$ cat config.mk
export PLATFORM = sky130hd
export DESIGN_NAME = inst_loader
export DESIGN_NICKNAME = d
export VERILOG_FILES = /design/src/rtl/inst_loader_pkg.sv /design/src/rtl/inst_loader_wr_stage.sv /design/src/rtl/inst_loader.sv
export SDC_FILE = /design/constraint.sdc
export NUM_CORES = 1
export LEC_CHECK = 0
export ABC_CLOCK_PERIOD_IN_PS = 3000
export CORE_UTILIZATION = 48
export DETAILED_ROUTE_END_ITERATION = 10
export GPL_TIMING_DRIVEN = 0
export PLACE_DENSITY = 0.91
export SYNTH_ARGS = -nofsm -noshare
export SYNTH_HDL_FRONTEND = slang
export SYNTH_SLANG_ARGS = --single-unit
$ cat constraint.sdc
create_clock -name clk_i -period 3 [get_ports clk_i]
set_input_delay 0.45 -clock clk_i [delete_from_list [all_inputs] [get_ports clk_i]]
set_output_delay 0.45 -clock clk_i [all_outputs]
set_load 0.005 [all_outputs]
$ cat src/rtl/inst_loader_pkg.sv
// rtl/inst_loader_pkg.sv - shared bus widths, FSM encoding and defaults for inst_loader
//
// Purpose: common definitions imported by inst_loader and inst_loader_wr_stage.
// Contents: InstAddrBus/InstBus widths, loader state encoding, default base address.
package inst_loader_pkg;

  localparam int INST_ADDR_BUS = 32;
  localparam int INST_BUS      = 32;

  localparam logic [INST_ADDR_BUS-1:0] DEFAULT_BASE_ADDR = 32'h0000_0000;

  // ST_CSUM is only reachable when INST_LOADER_CHECKSUM_EN is defined.
  typedef enum logic [2:0] {
    ST_HDR  = 3'd0,
    ST_DATA = 3'd1,
    ST_CSUM = 3'd2,
    ST_DONE = 3'd3,
    ST_ERR  = 3'd4
  } state_e;

endpackage

$ cat src/rtl/inst_loader_wr_stage.sv
// rtl/inst_loader_wr_stage.sv - registered instruction-memory write stage
//
// Purpose: turns a one-cycle write request (word index + data) into a registered
// write strobe, byte address and data one cycle later. Address and data hold
// their last values while no write is requested.
// Ports:
//   clk, rst      clock, asynchronous active-high reset
//   wr_en         write request this cycle
//   idx           word index within the image
//   data          word to write
//   we            registered write strobe
//   addr          registered byte address (BASE_ADDR + 4*idx, wraps mod 2^32)
//   wdata         registered write data
module inst_loader_wr_stage
  import inst_loader_pkg::*;
#(
  parameter logic [INST_ADDR_BUS-1:0] BASE_ADDR = DEFAULT_BASE_ADDR,
  parameter int                       CNT_W     = 13
) (
  input  logic                     clk,
  input  logic                     rst,
  input  logic                     wr_en,
  input  logic [CNT_W-1:0]         idx,
  input  logic [INST_BUS-1:0]      data,
  output logic                     we,
  output logic [INST_ADDR_BUS-1:0] addr,
  output logic [INST_BUS-1:0]      wdata
);

  logic [INST_ADDR_BUS-1:0] addr_next;

  always_comb begin
    addr_next = BASE_ADDR + (INST_ADDR_BUS'(idx) << 2);
  end

  always_ff @(posedge clk or posedge rst) begin
    if (rst) begin
      we    <= 1'b0;
      addr  <= '0;
      wdata <= '0;
    end else begin
      we <= wr_en;
      if (wr_en) begin
        addr  <= addr_next;
        wdata <= data;
      end
    end
  end

endmodule

$ cat src/rtl/inst_loader.sv
// rtl/inst_loader.sv - program image loader driving the instruction-memory write port
//
// Purpose: receives a length-prefixed program image as a 32-bit word stream,
// writes it word-by-word into instruction memory and releases the core reset
// once the last write has landed. Optional macro INST_LOADER_CHECKSUM_EN adds
// a trailing checksum word (32-bit sum of data words) that must match.
// Ports:
//   clk_i, rst_i   clock, asynchronous active-high reset
//   load_valid_i   stream word valid
//   load_data_i    stream word (header length, data, optional checksum)
//   load_ready_o   block accepts a word this cycle (registered)
//   mem_we_o       instruction-memory write strobe, one cycle per word
//   mem_addr_o     byte address of the write
//   mem_wdata_o    write data
//   core_rst_o     reset to the core, active-high
//   done_o         load completed successfully (sticky)
//   err_o          load aborted (sticky)
module inst_loader
  import inst_loader_pkg::*;
#(
  parameter logic [INST_ADDR_BUS-1:0] BASE_ADDR = DEFAULT_BASE_ADDR,
  parameter int                       MAX_WORDS = 4096,
  parameter int                       CNT_W     = 13
) (
  input  logic                     clk_i,
  input  logic                     rst_i,
  input  logic                     load_valid_i,
  input  logic [INST_BUS-1:0]      load_data_i,
  output logic                     load_ready_o,
  output logic                     mem_we_o,
  output logic [INST_ADDR_BUS-1:0] mem_addr_o,
  output logic [INST_BUS-1:0]      mem_wdata_o,
  output logic                     core_rst_o,
  output logic                     done_o,
  output logic                     err_o
);

  state_e           state, state_next;
  logic [CNT_W-1:0] cnt, cnt_next;
  logic [CNT_W-1:0] len, len_next;
  logic             ready, ready_next;
  logic             done, done_next;
  logic             xfer;
  logic             wr_en;
  logic             hdr_bad;
  logic             last_word;

`ifdef INST_LOADER_CHECKSUM_EN
  logic [INST_BUS-1:0] sum, sum_next;
`endif

  assign xfer      = load_valid_i && ready;
  assign hdr_bad   = (load_data_i == '0) || (load_data_i > INST_BUS'(MAX_WORDS));
  assign last_word = (cnt == (len - CNT_W'(1)));

  always_ff @(posedge clk_i or posedge rst_i) begin
    if (rst_i) begin
      state <= ST_HDR;
      cnt   <= '0;
      len   <= '0;
      ready <= 1'b0;
      done  <= 1'b0;
    end else begin
      state <= state_next;
      cnt   <= cnt_next;
      len   <= len_next;
      ready <= ready_next;
      done  <= done_next;
    end
  end

`ifdef INST_LOADER_CHECKSUM_EN
  always_ff @(posedge clk_i or posedge rst_i) begin
    if (rst_i) begin
      sum <= '0;
    end else begin
      sum <= sum_next;
    end
  end
`endif

  always_comb begin
    state_next = state;
    cnt_next   = cnt;
    len_next   = len;
    wr_en      = 1'b0;
    // On the plain path done follows the DONE state by one cycle, so the
    // final write strobe precedes the core reset release.
    done_next  = (state == ST_DONE);
`ifdef INST_LOADER_CHECKSUM_EN
    sum_next   = sum;
`endif

    case (state)
      ST_HDR: begin
        if (xfer) begin
          if (hdr_bad) begin
            state_next = ST_ERR;
          end else begin
            state_next = ST_DATA;
            cnt_next   = '0;
            len_next   = load_data_i[CNT_W-1:0];
`ifdef INST_LOADER_CHECKSUM_EN
            sum_next   = '0;
`endif
          end
        end
      end

      ST_DATA: begin
        if (xfer) begin
          wr_en    = 1'b1;
          cnt_next = cnt + CNT_W'(1);
`ifdef INST_LOADER_CHECKSUM_EN
          sum_next = sum + load_data_i;
          if (last_word) begin
            state_next = ST_CSUM;
          end
`else
          if (last_word) begin
            state_next = ST_DONE;
          end
`endif
        end
      end

`ifdef INST_LOADER_CHECKSUM_EN
      ST_CSUM: begin
        if (xfer) begin
          if (load_data_i == sum) begin
            state_next = ST_DONE;
            // Memory was already written; release on the checksum edge.
            done_next  = 1'b1;
          end else begin
            state_next = ST_ERR;
          end
        end
      end
`endif

      ST_DONE: begin
        state_next = ST_DONE;
      end

      ST_ERR: begin
        state_next = ST_ERR;
      end

      default: begin
        state_next = ST_ERR;
      end
    endcase

    ready_next = (state_next == ST_HDR) || (state_next == ST_DATA)
`ifdef INST_LOADER_CHECKSUM_EN
                 || (state_next == ST_CSUM)
`endif
                 ;
  end

  inst_loader_wr_stage #(
    .BASE_ADDR (BASE_ADDR),
    .CNT_W     (CNT_W)
  ) u_wr_stage (
    .clk   (clk_i),
    .rst   (rst_i),
    .wr_en (wr_en),
    .idx   (cnt),
    .data  (load_data_i),
    .we    (mem_we_o),
    .addr  (mem_addr_o),
    .wdata (mem_wdata_o)
  );

  assign load_ready_o = ready;
  assign done_o       = done;
  assign core_rst_o   = ~done;
  assign err_o        = (state == ST_ERR);

endmodule
# After elaboration in Yosys (flattened, before gate mapping)
# Index checks and enable logic that the tools add are counted.
# totals
reg_bits,77
input_bits,35
output_inout_bits,69
wordCells,41
# classes
addsub,2
n_lt_le_gt_ge,1
n_eq_ne,8
muxes,11
n_bitwise,2
n_reduce_logical,9
# ops
op,count
$mux 13,3
$gt 32x13->1 const B,1
$logic_not 32->1,1
$pmux 13 s2,1
$add 13x1->13 const B,1
$eq 13x13->1,1
$sub 13x1->13 const B,1
$mux 3,4
$pmux 3 s3,1
$eq 3x1->1 const B,2
$logic_not 3->1,2
$ne 2x2->1 const B,3
$reduce_and 4->1,1
$eq 3x2->1 const B,1
$eq 3x3->1 const B,1
$reduce_and 3->1,1
$logic_or 1x1->1,2
$mux 1,2
$not 1->1,2
$reduce_bool 2->1,1
$logic_and 1x1->1,1

# Longest topological paths before layout
# Gate-level depths: netlist (run 1).
# logic_depth
depth_word,7
depth_mapped,8
mapped_depth_nobuf,8

# Modules after synthesis
# From an unflattened synthesis (run 1), not the netlist that was laid out.
# unflattened
cells_unflattened,322
area_unflattened_um2,4047.6
# by_module_without_submodules
module,n_inst,cells_each,area_per_inst_um2,seq_area_each_um2
inst_loader_wr_stage,1,117,2049.5,1151.1
inst_loader,1,205,1998.2,775.7

# Least setup slack after synthesis (run 1)
# OpenSTA, ideal clock, no wires.
# synth_path
kind,register -> register
start,reg len[0]
end,"reg ready, in the netlist load_ready_o"
setup_ns,0.127
t_arrival_ns,1.966
required_ns,2.873
path_slack_ns,0.907
stages_incl_launch_ff,8
path_buffers,1
period_less_slack_ns,2.093
path_cell_list,dfrtp_1 > or4_1 > buf_2 > or4_1 > o311ai_1 > nor2_2 > nor4_2 > nor2_1
# synth_between
elab_chain_cells,7
elab_cells_between_ends,8
cone_classes,add/sub (1); eq/ne (2); mux (3); reduce/logical (2)
# synth_lines
element,line_no,rtl
start: declaration,inst_loader.sv:40,"logic [CNT_W-1:0] len, len_next;"
start signal: assignment,inst_loader.sv:66,len <= len_next;
$sub 13x1->13 *,inst_loader.sv:54,assign last_word = (cnt == (len - CNT_W'(1)));
$eq 13x13->1 *,inst_loader.sv:54,
$mux 3 *,inst_loader.sv:120,if (last_word) begin
$mux 3 *,inst_loader.sv:111,if (xfer) begin
$pmux 3 s3 *,inst_loader.sv:94,case (state)
$eq 3x1->1 / $logic_not 3->1 (equally long branches),inst_loader.sv:154,ready_next = (state_next == ST_HDR) || (state_next == ST_DATA)
$logic_or 1x1->1 *,inst_loader.sv:154,
named net ready_next,inst_loader.sv:41,"logic ready, ready_next;"
end signal: assignment,inst_loader.sv:67,ready <= ready_next;
end: declaration,inst_loader.sv:41,
# Mark *: on every way through the listed nets, which the timed path passes. The rest lies on a longest branch.
# A chain may end at the register's enable or synchronous reset.

# Worst setup path in the final report (run 1)
# layout_path
start,in load_data_i[3]
end,reg cnt[11]
# layout_between
elab_chain_cells,4
elab_cells_between_ends,5
cone_classes,order compare (1); eq/ne (1); reduce/logical (3)
# layout_lines
element,line_no,rtl
start: declaration,inst_loader.sv:28,"input logic [INST_BUS-1:0] load_data_i,"
$gt 32x13->1 / $logic_not 32->1 (equally long branches),inst_loader.sv:53,assign hdr_bad = (load_data_i == '0) || (load_data_i > INST_BUS'(MAX_WORDS));
$logic_or 1x1->1 *,inst_loader.sv:53,
$ne 2x2->1 (no line) *,n/a,
$reduce_and 4->1 (no line) *,n/a,
end signal: assignment,inst_loader.sv:65,cnt <= cnt_next;
end: declaration,inst_loader.sv:39,"logic [CNT_W-1:0] cnt, cnt_next;"
# Mark *: on every way between the ends. The rest lies on a longest branch, timed or not.

==> run summary, run 1 <==
RUN
--------------------------------------------------------------------------------
MaxCap Viol Count .................................................            0

PWR
--------------------------------------------------------------------------------
Power, Total ......................................................    0.00270 W
Internal Power ....................................................    0.00199 W
Switching part of the total .......................................        0.266
Power spent charging and discharging nets .........................   0.000718 W
Proportion of power drawn by flip-flops and latches ...............        0.454
Worst vdd ir ......................................................     0.313 mV
Pleak .............................................................      2.46 nW
Power per standard cell area ......................................   537 nW/um2
Gate power share ..................................................        0.183
Clock network fraction of total power .............................        0.363

CRITICAL PATH
--------------------------------------------------------------------------------
Max FO, Critical Path .............................................           10
Worst setup EP type ...............................................         flop
Critical Path Slowest Stage Cell ..................................      nor4b_1
Worst-path cell chain ............................................. clkdlybuf4s50_1 > nor4_1 > a31oi_1 > nor4b_1 > and3_1 > buf_2 > buf_2 > nor2_1
Kind of cell with the highest combined delay on the critical path . simple AND/OR/NAND/NOR gates
Arrival time at the worst endpoint ................................      3.00 ns
Slowest Stage Delay on Critical Path ..............................      0.58 ns
Critical path class ...............................................    in -> reg
Critical path launch point type ................................... primary input
Register-to-Register Setup Slack ..................................      0.61 ns
Combined buffer and inverter count along the critical path ........            3
Most common cell on crit path .....................................        buf_2
Critical path data required time ..................................      3.23 ns

CTS
--------------------------------------------------------------------------------
Clock buffer count from CTS .......................................            9
Number of buffers added for setup after CTS .......................            0
Number of gates resized after CTS .................................            0
Clk slew on worst S/H paths .......................................      0.08 ns
Hold buffer count at CTS ..........................................            0
Clk_lat worst skew ................................................      0.36 ns
Buffer type at the clock tree root ................................     clkbuf_8
Clock sink count ..................................................           77
Clock tree from TritonCTS .........................................         done
Number of levels in the clock H-tree ..............................            3
Deepest clock path buffer count ...................................            2

DETAILED ROUTING
--------------------------------------------------------------------------------
Ratio of routed vias to standard cells ............................         5.10
Antenna viol nets, final ..........................................            0
Drc violations ....................................................            0
Count of vias placed by the detailed router .......................        3,304
Post-detailed-route wirelength per cell ...........................      14.2 um
Final routed wirelength across all metal layers ...................      9.22 mm
Number of iterations in the first detailed-routing pass ...........            5
Drt initial violations ............................................          241

LOGIC SYNTHESIS
--------------------------------------------------------------------------------
Count of synthesis-stage warnings from yosys ......................            0
Cell types occupying the most area after synthesis ................ dfrtp_1, nand2_1, buf_4, xor2_1, xnor2_1
Flip-flop cell with the highest count after synthesis .............      dfrtp_1
Gate count after technology mapping ...............................          430
Average size of a mapped cell .....................................     8.67 um2
Area share of the leading cell type in the synthesized netlist ....        0.517
FFs w/ async S/R, synth ...........................................         1.00
Flop and latch count out of synthesis .............................           77
Number of flops mapped to enable cells by yosys ...................            0
Post-Synthesis Cell Area ..........................................     3730 um2
Sequential element share of the synthesized area ..................        0.517
Dominant cell by count in the synthesized netlist .................      nand2_1
Distinct cell type count of the synthesized netlist ...............           48
Top cell type by total area after synthesis .......................      dfrtp_1
Cell types with the highest counts after synthesis ................ nand2_1, dfrtp_1, buf_4, nor2_1, xor2_1

PLACE
--------------------------------------------------------------------------------
Count of port buffers added during placement ......................           84
Placer congestion estimate ........................................        0.891
Post-Place Worst Slack ............................................     0.101 ns
Cell count after placement ........................................          632
HPWL reported at the end of detailed placement ....................      6.63 mm

CELLS AND AREA
--------------------------------------------------------------------------------
Antenna cells .....................................................            0
Number of nets in the layout ......................................          581
Proportion of layout cells with a drive suffix above 1 ............       0.0874
Synth-to-Final Area Change ........................................        35.1%
Area taken by flip-flops and latches ..............................     1930 um2
Area of the multi-input gates .....................................     1610 um2
Final Non-Filler Cells ............................................          648
Fillers ...........................................................          555

GLOBAL ROUTING
--------------------------------------------------------------------------------
Met2 track demand over resource in global routing .................        0.395
Global route overflow .............................................            0
Fraction of met3 tracks used by global routing ....................       0.0643
Vias in the first global route ....................................        3,170
First-pass GRT wire length ........................................      14.9 mm
Initial antenna violation count ...................................            0
Most heavily used metal layer in global routing ...................         met2
Met1 global-route usage ...........................................        0.291
Gr usage total ....................................................        0.232
Pin count of the biggest net entering global routing ..............           75

TIMING
--------------------------------------------------------------------------------
Clock skew ........................................................   0.00943 ns
Number of max-slew violations in the final report .................            0
Final hold slack ..................................................     0.305 ns
Min setup slack post-route ........................................     0.232 ns
Total negative slack ..............................................         0 ns
Tightest slew margin relative to the limit ........................        0.611
Total setup violations reported at the end of the flow ............            0
Min cycle time layout .............................................      2.77 ns
Final count of hold timing violations .............................            0
Fmax ..............................................................    0.361 GHz
Setup repair after global routing missed its margin ...............           no
Ratio of final minimum period to clock period .....................        0.923
Tightest Pin Transition ...........................................     0.575 ns

MIN PATH
--------------------------------------------------------------------------------
Tightest Hold Check Type ..........................................  in -> async

DIE
--------------------------------------------------------------------------------
# IOs .............................................................          104
Height of the chip ................................................      90.1 um
Starting utilization of the core area .............................        0.506
Area of the die ...................................................     8120 um2
Area of the core ..................................................     7370 um2
# rows ............................................................           31
Die width .........................................................      90.1 um

RUN STATUS
--------------------------------------------------------------------------------
Status ............................................................ finished, final reports clean

sequential cells by signal, summed over array words and instances, names as in the netlist:
name and count:
u_wr_stage.wdata 32, cnt 13, len 13, u_wr_stage.addr 13, state 3, done_o 1
load_ready_o 1, u_wr_stage.we 1
path summary, 6_finish.rpt:
check,start,to,depth (start not counted)
setup / recovery,load_data_i[3],cnt[11],8
setup reg to reg,state[2],u_wr_stage.addr[13],7
max in group asynchronous,rst_i,u_wr_stage.wdata[16],3
hold reg to reg,u_wr_stage.wdata[7],u_wr_stage.wdata[7],2
hold / removal,rst_i,u_wr_stage.wdata[24],2
min in group clk_i,u_wr_stage.wdata[7],u_wr_stage.wdata[7],2
cells by family (layout without fill, tap and decap cells):
logic type	Yosys count	in the layout	synth area share
and+or+nand+nor	249	249	0.299
DFF	77	77	0.517
buffers and inverters	48	149	0.0698
AOI/OAI and AO/OA	30	30	0.0520
xor gates and xnor gates	21	21	0.0493
adders and majority gates	2	2	0.00671
muxes	2	2	0.00537
other	1	19	0.00101
through the flow:
step | instance area [um2] | utilization
2_1_floorplan | 3800 | -
3_3_place_gp | 4760 | 0.646
3_5_place_dp | 4790 | 0.650
4_1_cts | 5040 | 0.684
5_1_grt | 5040 | 0.684
6_report | 5040 | 0.684
routing by layer:
metal  share of wire  vias to the layer above
li1                -                     1589
met1            0.42                     1570
met2            0.49                      125
met3           0.069                       20
met4           0.014                        0
met5               0                        -
power by group through the flow:
stage / sequential (W) / combinational [W] / clock [W]
after global routing: 0.00124 / 0.000541 / 0.00102
after global placement: 0.00125 / 0.000471 / 0
final: 0.00123 / 0.000495 / 0.000980
after CTS: 0.00123 / 0.000498 / 0.000979
after floorplan: 0.00123 / 0.000238 / 0
after detailed placement: 0.00125 / 0.000491 / 0
layout make-up:
| class | instances | share of cell area |
|---|---|---|
| plain buffers | 38 | 0.0442 |
| clock buffers | 11 | 0.0281 |
| clock inverters | 5 | 0.0211 |
| inverters | 10 | 0.00795 |
| multi-input cells | 323 | 0.319 |
| flip-flops and latches | 77 | 0.382 |
| well taps | 99 | 0.0246 |
| repair buffers | 85 | 0.172 |
cells in the final DEF (no fill, tap or decap), drive strengths merged, types with 3 or more instances in the layout:
cell type / count
a21oi: 4
and2: 3
and4: 3
buf: 29
bufinv: 3
clkbuf: 21
clkdlybuf4s50: 84
conb: 19
dfrtp: 77
inv: 11
nand2: 171
nand2b: 3
nand3: 11
nand4: 6
nor2: 19
nor3: 4
nor3b: 4
nor4: 11
o21ai: 12
xnor2: 8
xor2: 13
(Power assumes the default switching activity.)
==> inputs of run 2 (changes only) <==
--- a/config.mk
+++ b/config.mk
@@ -6,10 +6,11 @@
 export NUM_CORES = 1
 export LEC_CHECK = 0
 export ABC_CLOCK_PERIOD_IN_PS = 3000
-export CORE_UTILIZATION = 48
+export CORE_UTILIZATION = 50
+export CTS_BUF_LIST = sky130_fd_sc_hd__clkbuf_4 sky130_fd_sc_hd__clkbuf_8
 export DETAILED_ROUTE_END_ITERATION = 10
 export GPL_TIMING_DRIVEN = 0
-export PLACE_DENSITY = 0.91
+export PLACE_DENSITY = 0.94
 export SYNTH_ARGS = -nofsm -noshare
 export SYNTH_HDL_FRONTEND = slang
 export SYNTH_SLANG_ARGS = --single-unit
==> run summary, run 2 (synthesis gave the netlist of run 1 again) <==
DETAILED ROUTING
-------------------------------------------------------------------------------------
Ratio of routed vias to standard cells .................................         5.15
Antenna viol nets, final ...............................................            0
Number of iterations in the first detailed-routing pass ................            4
Drt initial violations .................................................          225
Drc violations .........................................................            0
Count of vias placed by the detailed router ............................        3,325
Post-detailed-route wirelength per cell ................................      14.4 um
Final routed wirelength across all metal layers ........................      9.30 mm

PLACE
-------------------------------------------------------------------------------------
Count of port buffers added during placement ...........................           84
HPWL reported at the end of detailed placement .........................      6.65 mm
Cell count after placement .............................................          631
Total cell area at the placement stage .................................     4760 um2
Placer congestion estimate .............................................        0.845

CRITICAL PATH
-------------------------------------------------------------------------------------
Critical Path Slowest Stage Cell .......................................       nor4_1
Slowest Stage Delay on Critical Path ...................................      0.60 ns
Critical path launch point type ........................................ primary input
Worst R2R Path Depth ...................................................            7
Worst reg2reg path endpoint ............................................ u_wr_stage.wdata[6]
Critical path class ....................................................    in -> reg
Register-to-Register Setup Slack .......................................      0.59 ns
Capturing element of the worst setup path ..............................       len[5]
Arrival time at the worst endpoint .....................................      3.10 ns
Worst setup EP type ....................................................         flop
Worst-path cell chain .................................................. clkdlybuf4s50_1 > nor4_1 > a31oi_1 > nor4b_1 > and3_1 > buf_2 > buf_2 > nand2_1 > nand2_1
Kind of cell with the highest combined delay on the critical path ...... simple AND/OR/NAND/NOR gates
Crit path depth ........................................................            9
Reg-to-reg startpoint ..................................................     state[2]
Timing startpoint of the critical path ................................. load_data_i[4]
Combined buffer and inverter count along the critical path .............            3
Max FO, Critical Path ..................................................           10
Critical path data required time .......................................      3.29 ns

CTS
-------------------------------------------------------------------------------------
Clk slew on worst S/H paths ............................................      0.08 ns
Hold buffer count at CTS ...............................................            0
Buffer type at the clock tree root .....................................     clkbuf_8
Clock tree from TritonCTS ..............................................         done
Clk_lat worst skew .....................................................      0.35 ns
Clock buffer count from CTS ............................................            9
Number of gates resized after CTS ......................................            0
Clock sink count .......................................................           77
Number of levels in the clock H-tree ...................................            3
Deepest clock path buffer count ........................................            2
Number of buffers added for setup after CTS ............................            0

CELLS AND AREA
-------------------------------------------------------------------------------------
Highest-count cells in the layout ignoring fill and taps ............... nand2_1, clkdlybuf4s50_1, dfrtp_1
Antenna cells ..........................................................            0
Most frequent standard cell in the layout excluding fill and tap cells .      nand2_1
Fillers ................................................................          540
Number of nets in the layout ...........................................          580
Final Non-Filler Cells .................................................          646
Synth-to-Final Area Change .............................................        33.2%
Max FFs per register ...................................................           32
Final Cell Area ........................................................     4970 um2
Proportion of layout cells with a drive suffix above 1 .................       0.0859
Register with the highest flop count ................................... u_wr_stage.wdata

DIE
-------------------------------------------------------------------------------------
Area of the core .......................................................     7210 um2
Area of the die ........................................................     7810 um2
Die width ..............................................................      88.4 um
Starting utilization of the core area ..................................        0.517
Height of the chip .....................................................      88.4 um
# rows .................................................................           31
# IOs ..................................................................          104

PWR
-------------------------------------------------------------------------------------
Power spent charging and discharging nets ..............................   0.000689 W
Worst vdd ir ...........................................................     0.293 mV
Clock network fraction of total power ..................................        0.320
Gate power share .......................................................        0.194
Switching part of the total ............................................        0.273
Proportion of power drawn by flip-flops and latches ....................        0.486
Power per standard cell area ...........................................   509 nW/um2
Power, Total ...........................................................    0.00253 W
Pleak ..................................................................      2.42 nW
Internal Power .........................................................    0.00184 W

TIMING
-------------------------------------------------------------------------------------
Fmax ...................................................................    0.357 GHz
Clock skew .............................................................   0.00702 ns
Total setup violations reported at the end of the flow .................            0
Setup repair after global routing missed its margin ....................           no
Final count of hold timing violations ..................................            0
Min cycle time layout ..................................................      2.80 ns
Tightest slew margin relative to the limit .............................        0.376
Ratio of final minimum period to clock period ..........................        0.934
Number of max-slew violations in the final report ......................            0
Tightest Pin Transition ................................................     0.936 ns

GLOBAL ROUTING
-------------------------------------------------------------------------------------
Pin count of the biggest net entering global routing ...................           78
Vias in the first global route .........................................        3,285
First-pass GRT wire length .............................................      15.6 mm
Initial antenna violation count ........................................            0
Gr usage total .........................................................        0.262
Global route overflow ..................................................            0

MIN PATH
-------------------------------------------------------------------------------------
Tightest Hold Check Type ...............................................   reg -> reg

RUN STATUS
-------------------------------------------------------------------------------------
Status ................................................................. finished, final reports clean

RUN
-------------------------------------------------------------------------------------
MaxCap Viol Count ......................................................            0

## run 2: cell types whose count changed in the layout (fill, tap and decap cells not counted)
cell / before / now
bufinv_16: 3 / 1
inv_6: 1 / 0
buf_16: 1 / 0
clkbuf_8: 10 / 11
clkbuf_4: 0 / 1
clkinvlp_4: 1 / 2
clkbuf_1: 11 / 10
## run 2: how the worst min path moves through the flow
stage	depth (start not counted)	to	slack, ns	start
after global routing	2	u_wr_stage.addr[8]	0.51	u_wr_stage.addr[8]
final	2	u_wr_stage.wdata[8]	0.48	u_wr_stage.wdata[8]
after global placement	2	u_wr_stage.wdata[21]	0.46	u_wr_stage.wdata[21]
after CTS	2	u_wr_stage.wdata[8]	0.48	u_wr_stage.wdata[8]
after detailed placement	2	u_wr_stage.wdata[8]	0.46	u_wr_stage.wdata[8]
after floorplan	2	len[12]	0.47	len[12]
## run 2: per-layer routing
metal,share of wire,vias to the layer above,GRT usage
met4,0.016,0,0.103
met3,0.057,16,0.0476
met2,0.51,107,0.435
li1,-,1591,-
met1,0.42,1611,0.344
met5,0,-,0
## run 2: layout make-up
type | instances | area, um2 | share of cell area
Buffer | 38 | 223 | 0.0448
Clock buffer | 12 | 159 | 0.0320
Clock inverter | 3 | 45.0 | 0.00907
Inverter | 10 | 40.0 | 0.00806
Multi-Input combinational cell | 323 | 1610 | 0.324
Sequential cell | 77 | 1930 | 0.388
Tap cell | 99 | 124 | 0.0249
Timing Repair Buffer | 84 | 841 | 0.169
## run 2: power groups by stage
stage               registers, W  logic (W)  clock network [W]
finish                   0.00123   0.000491           0.000808
global route             0.00124   0.000547           0.000864
CTS                      0.00123   0.000494           0.000819
detailed placement       0.00125   0.000490                  0
global placement         0.00124   0.000469                  0
floorplan                0.00123   0.000238                  0
## run 2: tightest hold or removal path, cell delays in order, from the launching register on
cell and delay (ns):
dfrtp_1 0.35, nand2_1 0.05, nand2_1 0.05
## run 2: through the flow
step            util  setup WS (ns)  setup TNS (ns)  hold WS (ns)
3_3_place_gp   0.660         -0.509          -38.77         0.459
6_report       0.689          0.197               0         0.479
2_1_floorplan      -          0.583               0         0.469
4_1_cts        0.689          0.254               0         0.482
3_5_place_dp   0.660         0.0368               0         0.463
5_1_grt        0.689         0.0345               0         0.506
